--- src/rtl/rng_pkg.sv ---
// Shared definitions for the cactus-scheduling random source.
// Holds the draw FSM state encoding, default Galois feedback masks and seeds
// for common LFSR widths, and the bit-smear helper that turns an inclusive
// limit into the smallest all-ones mask covering it.
package rng_pkg;

    typedef enum logic [1:0] {
        ST_IDLE = 2'd0,
        ST_DRAW = 2'd1,
        ST_HOLD = 2'd2
    } rng_state_e;

    // Maximal-length Galois masks (right-shifting form) and nonzero seeds.
    localparam logic [7:0]  TAPS_8  = 8'hB8;          // x^8+x^6+x^5+x^4+1
    localparam logic [7:0]  SEED_8  = 8'h01;
    localparam logic [15:0] TAPS_16 = 16'hB400;       // x^16+x^14+x^13+x^11+1
    localparam logic [15:0] SEED_16 = 16'h0001;
    localparam logic [31:0] TAPS_32 = 32'h8020_0003;  // x^32+x^22+x^2+x+1
    localparam logic [31:0] SEED_32 = 32'h0000_0001;

    // Smallest 2^k-1 that is >= value: propagate the highest set bit downwards.
    // Callers narrow the 32-bit result to their own limit width.
    function automatic logic [31:0] smear_mask(input logic [31:0] value);
        logic [31:0] m;
        m = value;
        m = m | (m >> 1);
        m = m | (m >> 2);
        m = m | (m >> 4);
        m = m | (m >> 8);
        m = m | (m >> 16);
        return m;
    endfunction

endpackage

--- src/rtl/lfsr_core.sv ---
// Galois LFSR state register with seed load and lock-up guard.
// Ports:
//   clk, rst    - rising-edge clock, asynchronous active-high reset (to SEED)
//   step        - advance the register one position this cycle
//   load        - load load_value this cycle (wins over step); zero loads SEED
//   load_value  - seed to load
//   state       - current register contents
module lfsr_core #(
    parameter int               WIDTH = 16,
    parameter logic [WIDTH-1:0] TAPS  = 16'hB400,
    parameter logic [WIDTH-1:0] SEED  = 16'h0001
) (
    input  logic             clk,
    input  logic             rst,
    input  logic             step,
    input  logic             load,
    input  logic [WIDTH-1:0] load_value,
    output logic [WIDTH-1:0] state
);

    logic [WIDTH-1:0] stepped_s;
    logic [WIDTH-1:0] next_s;

    // Next-state selection: load, then zero recovery, then step, else hold.
    always_comb begin
        stepped_s = (state >> 1) ^ (state[0] ? TAPS : {WIDTH{1'b0}});
        next_s    = state;
        if (load) begin
            // A zero seed would lock the register, so it is swapped for SEED.
            next_s = (load_value == {WIDTH{1'b0}}) ? SEED : load_value;
        end else if (state == {WIDTH{1'b0}}) begin
            next_s = SEED;
        end else if (step) begin
            next_s = stepped_s;
        end else begin
            next_s = state;
        end
    end

    // State register.
    always_ff @(posedge clk or posedge rst) begin
        if (rst) begin
            state <= SEED;
        end else begin
            state <= next_s;
        end
    end

endmodule

--- src/rtl/lfsr_rng.sv ---
// Ranged pseudo-random draws for obstacle scheduling.
// A request for a value in [0, req_limit] is served by masking the LFSR low
// bits to the smallest covering power-of-two range and rejecting candidates
// above the limit; after MAX_TRY rejections a deterministic fold keeps the
// latency bounded.
// Ports:
//   clk, rst                          - clock, asynchronous active-high reset
//   advance                           - stir the LFSR (player input)
//   seed_load, seed_in                - reseed the LFSR
//   req_valid, req_ready, req_limit   - draw request handshake
//   rsp_valid, rsp_ready, rsp_data    - draw result handshake
//   lfsr_state                        - raw LFSR state
module lfsr_rng import rng_pkg::*; #(
    parameter int               WIDTH   = 16,
    parameter logic [WIDTH-1:0] TAPS    = TAPS_16,
    parameter logic [WIDTH-1:0] SEED    = SEED_16,
    parameter int               OUT_W   = 5,
    parameter int               MAX_TRY = 4
) (
    input  logic             clk,
    input  logic             rst,
    input  logic             advance,
    input  logic             seed_load,
    input  logic [WIDTH-1:0] seed_in,
    input  logic             req_valid,
    output logic             req_ready,
    input  logic [OUT_W-1:0] req_limit,
    output logic             rsp_valid,
    input  logic             rsp_ready,
    output logic [OUT_W-1:0] rsp_data,
    output logic [WIDTH-1:0] lfsr_state
);

    localparam int TRY_W = $clog2(MAX_TRY + 1);

    rng_state_e       state_r;
    logic [OUT_W-1:0] limit_r;
    logic [OUT_W-1:0] mask_r;
    logic [TRY_W-1:0] tries_r;

    logic             step_s;
    logic [OUT_W-1:0] cand_s;
    logic [OUT_W:0]   fold_wide_s;
    logic [OUT_W-1:0] fold_s;

    // In DRAW the draw step and advance coincide into a single step.
    assign step_s    = advance | (state_r == ST_DRAW);
    assign req_ready = (state_r == ST_IDLE);

    lfsr_core #(
        .WIDTH (WIDTH),
        .TAPS  (TAPS),
        .SEED  (SEED)
    ) u_core (
        .clk        (clk),
        .rst        (rst),
        .step       (step_s),
        .load       (seed_load),
        .load_value (seed_in),
        .state      (lfsr_state)
    );

    // Candidate and fallback fold. Since C <= M <= 2L+1, C-(L+1) <= L; the
    // extra bit only keeps L+1 from wrapping when L is all ones.
    always_comb begin
        cand_s      = lfsr_state[OUT_W-1:0] & mask_r;
        fold_wide_s = {1'b0, cand_s} - ({1'b0, limit_r} + {{OUT_W{1'b0}}, 1'b1});
        fold_s      = fold_wide_s[OUT_W-1:0];
    end

    // Draw FSM with registered response.
    always_ff @(posedge clk or posedge rst) begin
        if (rst) begin
            state_r   <= ST_IDLE;
            limit_r   <= {OUT_W{1'b0}};
            mask_r    <= {OUT_W{1'b0}};
            tries_r   <= {TRY_W{1'b0}};
            rsp_valid <= 1'b0;
            rsp_data  <= {OUT_W{1'b0}};
        end else begin
            case (state_r)
                ST_IDLE: begin
                    rsp_valid <= 1'b0;
                    if (req_valid) begin
                        limit_r <= req_limit;
                        mask_r  <= OUT_W'(smear_mask(32'(req_limit)));
                        tries_r <= {TRY_W{1'b0}};
                        state_r <= ST_DRAW;
                    end
                end
                ST_DRAW: begin
                    if (cand_s <= limit_r) begin
                        rsp_data  <= cand_s;
                        rsp_valid <= 1'b1;
                        state_r   <= ST_HOLD;
                    end else if (tries_r < TRY_W'(MAX_TRY)) begin
                        tries_r <= tries_r + {{(TRY_W-1){1'b0}}, 1'b1};
                    end else begin
                        rsp_data  <= fold_s;
                        rsp_valid <= 1'b1;
                        state_r   <= ST_HOLD;
                    end
                end
                ST_HOLD: begin
                    if (rsp_ready) begin
                        rsp_valid <= 1'b0;
                        state_r   <= ST_IDLE;
                    end
                end
                default: begin
                    rsp_valid <= 1'b0;
                    state_r   <= ST_IDLE;
                end
            endcase
        end
    end

endmodule

--- config.mk ---
export PLATFORM = sky130hd
export DESIGN_NAME = lfsr_rng
export DESIGN_NICKNAME = d
export VERILOG_FILES = /design/src/rtl/rng_pkg.sv /design/src/rtl/lfsr_core.sv /design/src/rtl/lfsr_rng.sv
export SDC_FILE = /design/constraint.sdc
export NUM_CORES = 1
export LEC_CHECK = 0
export ABC_AREA = 1
export CAP_MARGIN = 20
export CORE_ASPECT_RATIO = 0.75
export CORE_MARGIN = 3
export CORE_UTILIZATION = 45
export CTS_CLUSTER_SIZE = 40
export DETAILED_ROUTE_END_ITERATION = 12
export PLACE_DENSITY = 0.73
export RECOVER_POWER = 25
export SYNTH_ARGS = -nofsm -noshare
export SYNTH_HDL_FRONTEND = slang
export SYNTH_SLANG_ARGS = --single-unit
--- constraint.sdc ---
create_clock -name clk -period 3.9 [get_ports clk]
set_input_delay 0.39 -clock clk [delete_from_list [all_inputs] [get_ports clk]]
set_output_delay 0.39 -clock clk [all_outputs]
set_load 0.005 [all_outputs]
==> impl_metrics.tcl <==
set metrics [dict create \
    r2r-end "rsp_data[4]" \
    cts_sinks 36 \
    drc 0 \
    syn_nets 319 \
    die_area_sq_um 5640 \
    area_growth_pct 28.2 \
    drive_gt1_share_pct 8.04 \
    h-tree-depth 2 \
    fmax_ghz 0.424 \
    period_share_pct 60.4 \
    rsz0062_at_grt "no" \
    hp-class "reg -> reg" \
    grt_pass1_wl_um 8350 \
    start_kind "input port" \
    place_inst 385 \
    async_reset_ff_share_pct 100 \
    hold_depth 2 \
    io_buffers 49 \
    final_common_cell "nand2_1" \
    tns_ns 0 \
    maxSlewViolCount 37 \
    drt_pass1_iterations 4 \
    yosysWarnings 0 \
    power_density_nw_per_um2 640 \
    cap_violations 1 \
    fp.dieW_um 85.7 \
    setup_viol 0 \
    grt_use_total_pct 18.8 \
    cts_max_path_buffers 2 \
    period_needed_ns 2.36 \
    rows 21 \
    clk_pin_slew_ns 0.07 \
    post-cts-setup-buffers 0 \
    globalRoute.totalOverflow 0 \
    synth_seq_cells 36 \
    antennaDiodeCount 0 \
    final_cell_area_sq_um 2750 \
    cp-end-kind "async pin" \
    die_height_um 65.8 \
    path_max_fanout 36 \
    tightest_slew_ns 1.94 \
    wl_um 4800 \
    antenna_found_initial 0 \
    antenna_left 0 \
    avgSynthCellArea_sq_um 7.53 \
    syn_inst 285 \
    reg2reg_from "u_core.state[0]" \
    synth_cell_types 31 \
    synth.cell_area_sq_um 2150 \
    cts_hold_buffers 0 \
    n_fill_cell 428 \
    reg2regPathDepth 10 \
    viasPerCell 4.88 \
    gp_congestion 0.824 \
    status "complete, but fails checks" \
    cp_data_required_time_ns 3.92 \
    whs_ns 0.486 \
    cts_buffers 5 \
    layout.nets 369 \
    cts_tree "done" \
    synth_edf_count 0 \
    insertion_delay_ns 0.29 \
    place_ws_ns 1.42 \
    via_count 1918 \
    postCtsResizedCells 0 \
    layout_setup_ws_ns 1.54 \
    clock-root-buffer "clkbuf_8" \
    reg2reg_slack_ns 1.93 \
    instances_no_fill 393 \
    grt_max_degree 37 \
    violations "capacitance limit, slew limit" \
    dp_hpwl_um 3630 \
    ys.flop_type "dfrtp_1" \
    min_from "rsp_data[3]" \
    skew_ns 0.00653 \
    place_area_sq_um 2670 \
    hold_violations 0 \
    path_class "in -> async" \
    grt_pass1_vias 1737 \
    core-area_sq_um 4520 \
    layout_common_cells "nand2_1 (90), clkdlybuf4s50_1 (48), inv_1 (40), dfrtp_1 (35), o21ai_0 (29)" \
    slew_headroom_pct -29.3 \
    holdPathEnd "rsp_data[3]" \
    cp_data_arrival_time_ns 2.37 \
    seq_area_frac_synth_pct 42.0 \
    wl_per_cell_um 12.2 \
    drtIter0Drc 114 \
    leakagePower_nw 1.37 \
    ir_drop_mv 0.331 \
    initial_core_util_pct 47.5 \
    io_pins 50 \
]
-- final cells by class --
class | count | area, sq um | share of cell area (%)
sequential | 36 | 902 | 32.8
clock buffer | 8 | 90.1 | 3.27
multi-input combinational | 200 | 1040 | 37.7
tap | 57 | 71.3 | 2.59
timing repair buffer | 50 | 494 | 18.0
inverter | 42 | 158 | 5.73
-- per-stage QoR --
step | power, mW | utilization, %
detailed placement | 1.49 | 59.0
CTS | 1.77 | 61.0
finish | 1.76 | 60.9
global placement | 1.47 | 59.0
floorplan | 1.19 | -
global route | 1.93 | 60.9
-- cells by family after synthesis --
group / synth area share (%)
adder cells (fa/ha/maj): 4.43
flip-flops: 42.0
AND/OR/NAND/NOR: 29.4
buffers and inverters: 9.68
XOR/XNOR: 0.816
AO/OA/AOI/OAI: 13.6
-- flip-flops by register name, summed over array words and instances (netlist names) --
| register | cells |
|---|---|
| u_core.state | 16 |
| rsp_valid | 1 |
| mask_r | 4 |
| rsp_data | 5 |
| state_r | 2 |
| tries_r | 3 |
| limit_r | 5 |
-- critical path, cell delays in order --
cell and delay (ns):
dlygate4sd3_1 0.53, inv_1 0.05, clkbuf_1 1.38
-- Yosys cell counts (3+ instances only) --
cell	number	area share, %
nand2_1	90	16
ha_1	6	3.5
dfrtp_1	35	41
inv_1	40	7.0
o21ai_1	5	1.2
nand4_1	7	2.0
nand2_4	3	1.6
a21oi_1	6	1.4
nand2_2	4	1.2
o21ai_0	29	6.8
nand3_1	13	3.0
buf_2	4	0.93
nor2_1	18	3.1
o21ai_2	5	2.0
-- worst max path at each step --
stage	from	end	slack, ns	depth (start not counted)
final	rst	u_core.state[5]	1.54	3
after global routing	rst	u_core.state[9]	1.14	3
after CTS	seed_load	u_core.state[10]	1.72	5
after detailed placement	seed_load	u_core.state[10]	1.42	5
after global placement	seed_load	u_core.state[12]	1.46	5
after floorplan	u_core.state[0]	rsp_data[4]	2.10	10
-- power by group --
group          internal, mW  leakage (nW)  switching [mW]
logic                 0.384         0.885           0.515
registers             0.499         0.444          0.0856
clock network         0.144        0.0455           0.131
-- per-layer routing --
layer	global-route usage, %	vias up	wire [um]
met5	0	-	0
met4	5.34	0	46
met3	4.61	5	238
met2	24.7	47	1880
met1	29.8	868	2630
li1	-	998	-
Power figures use the tool's default switching activity.
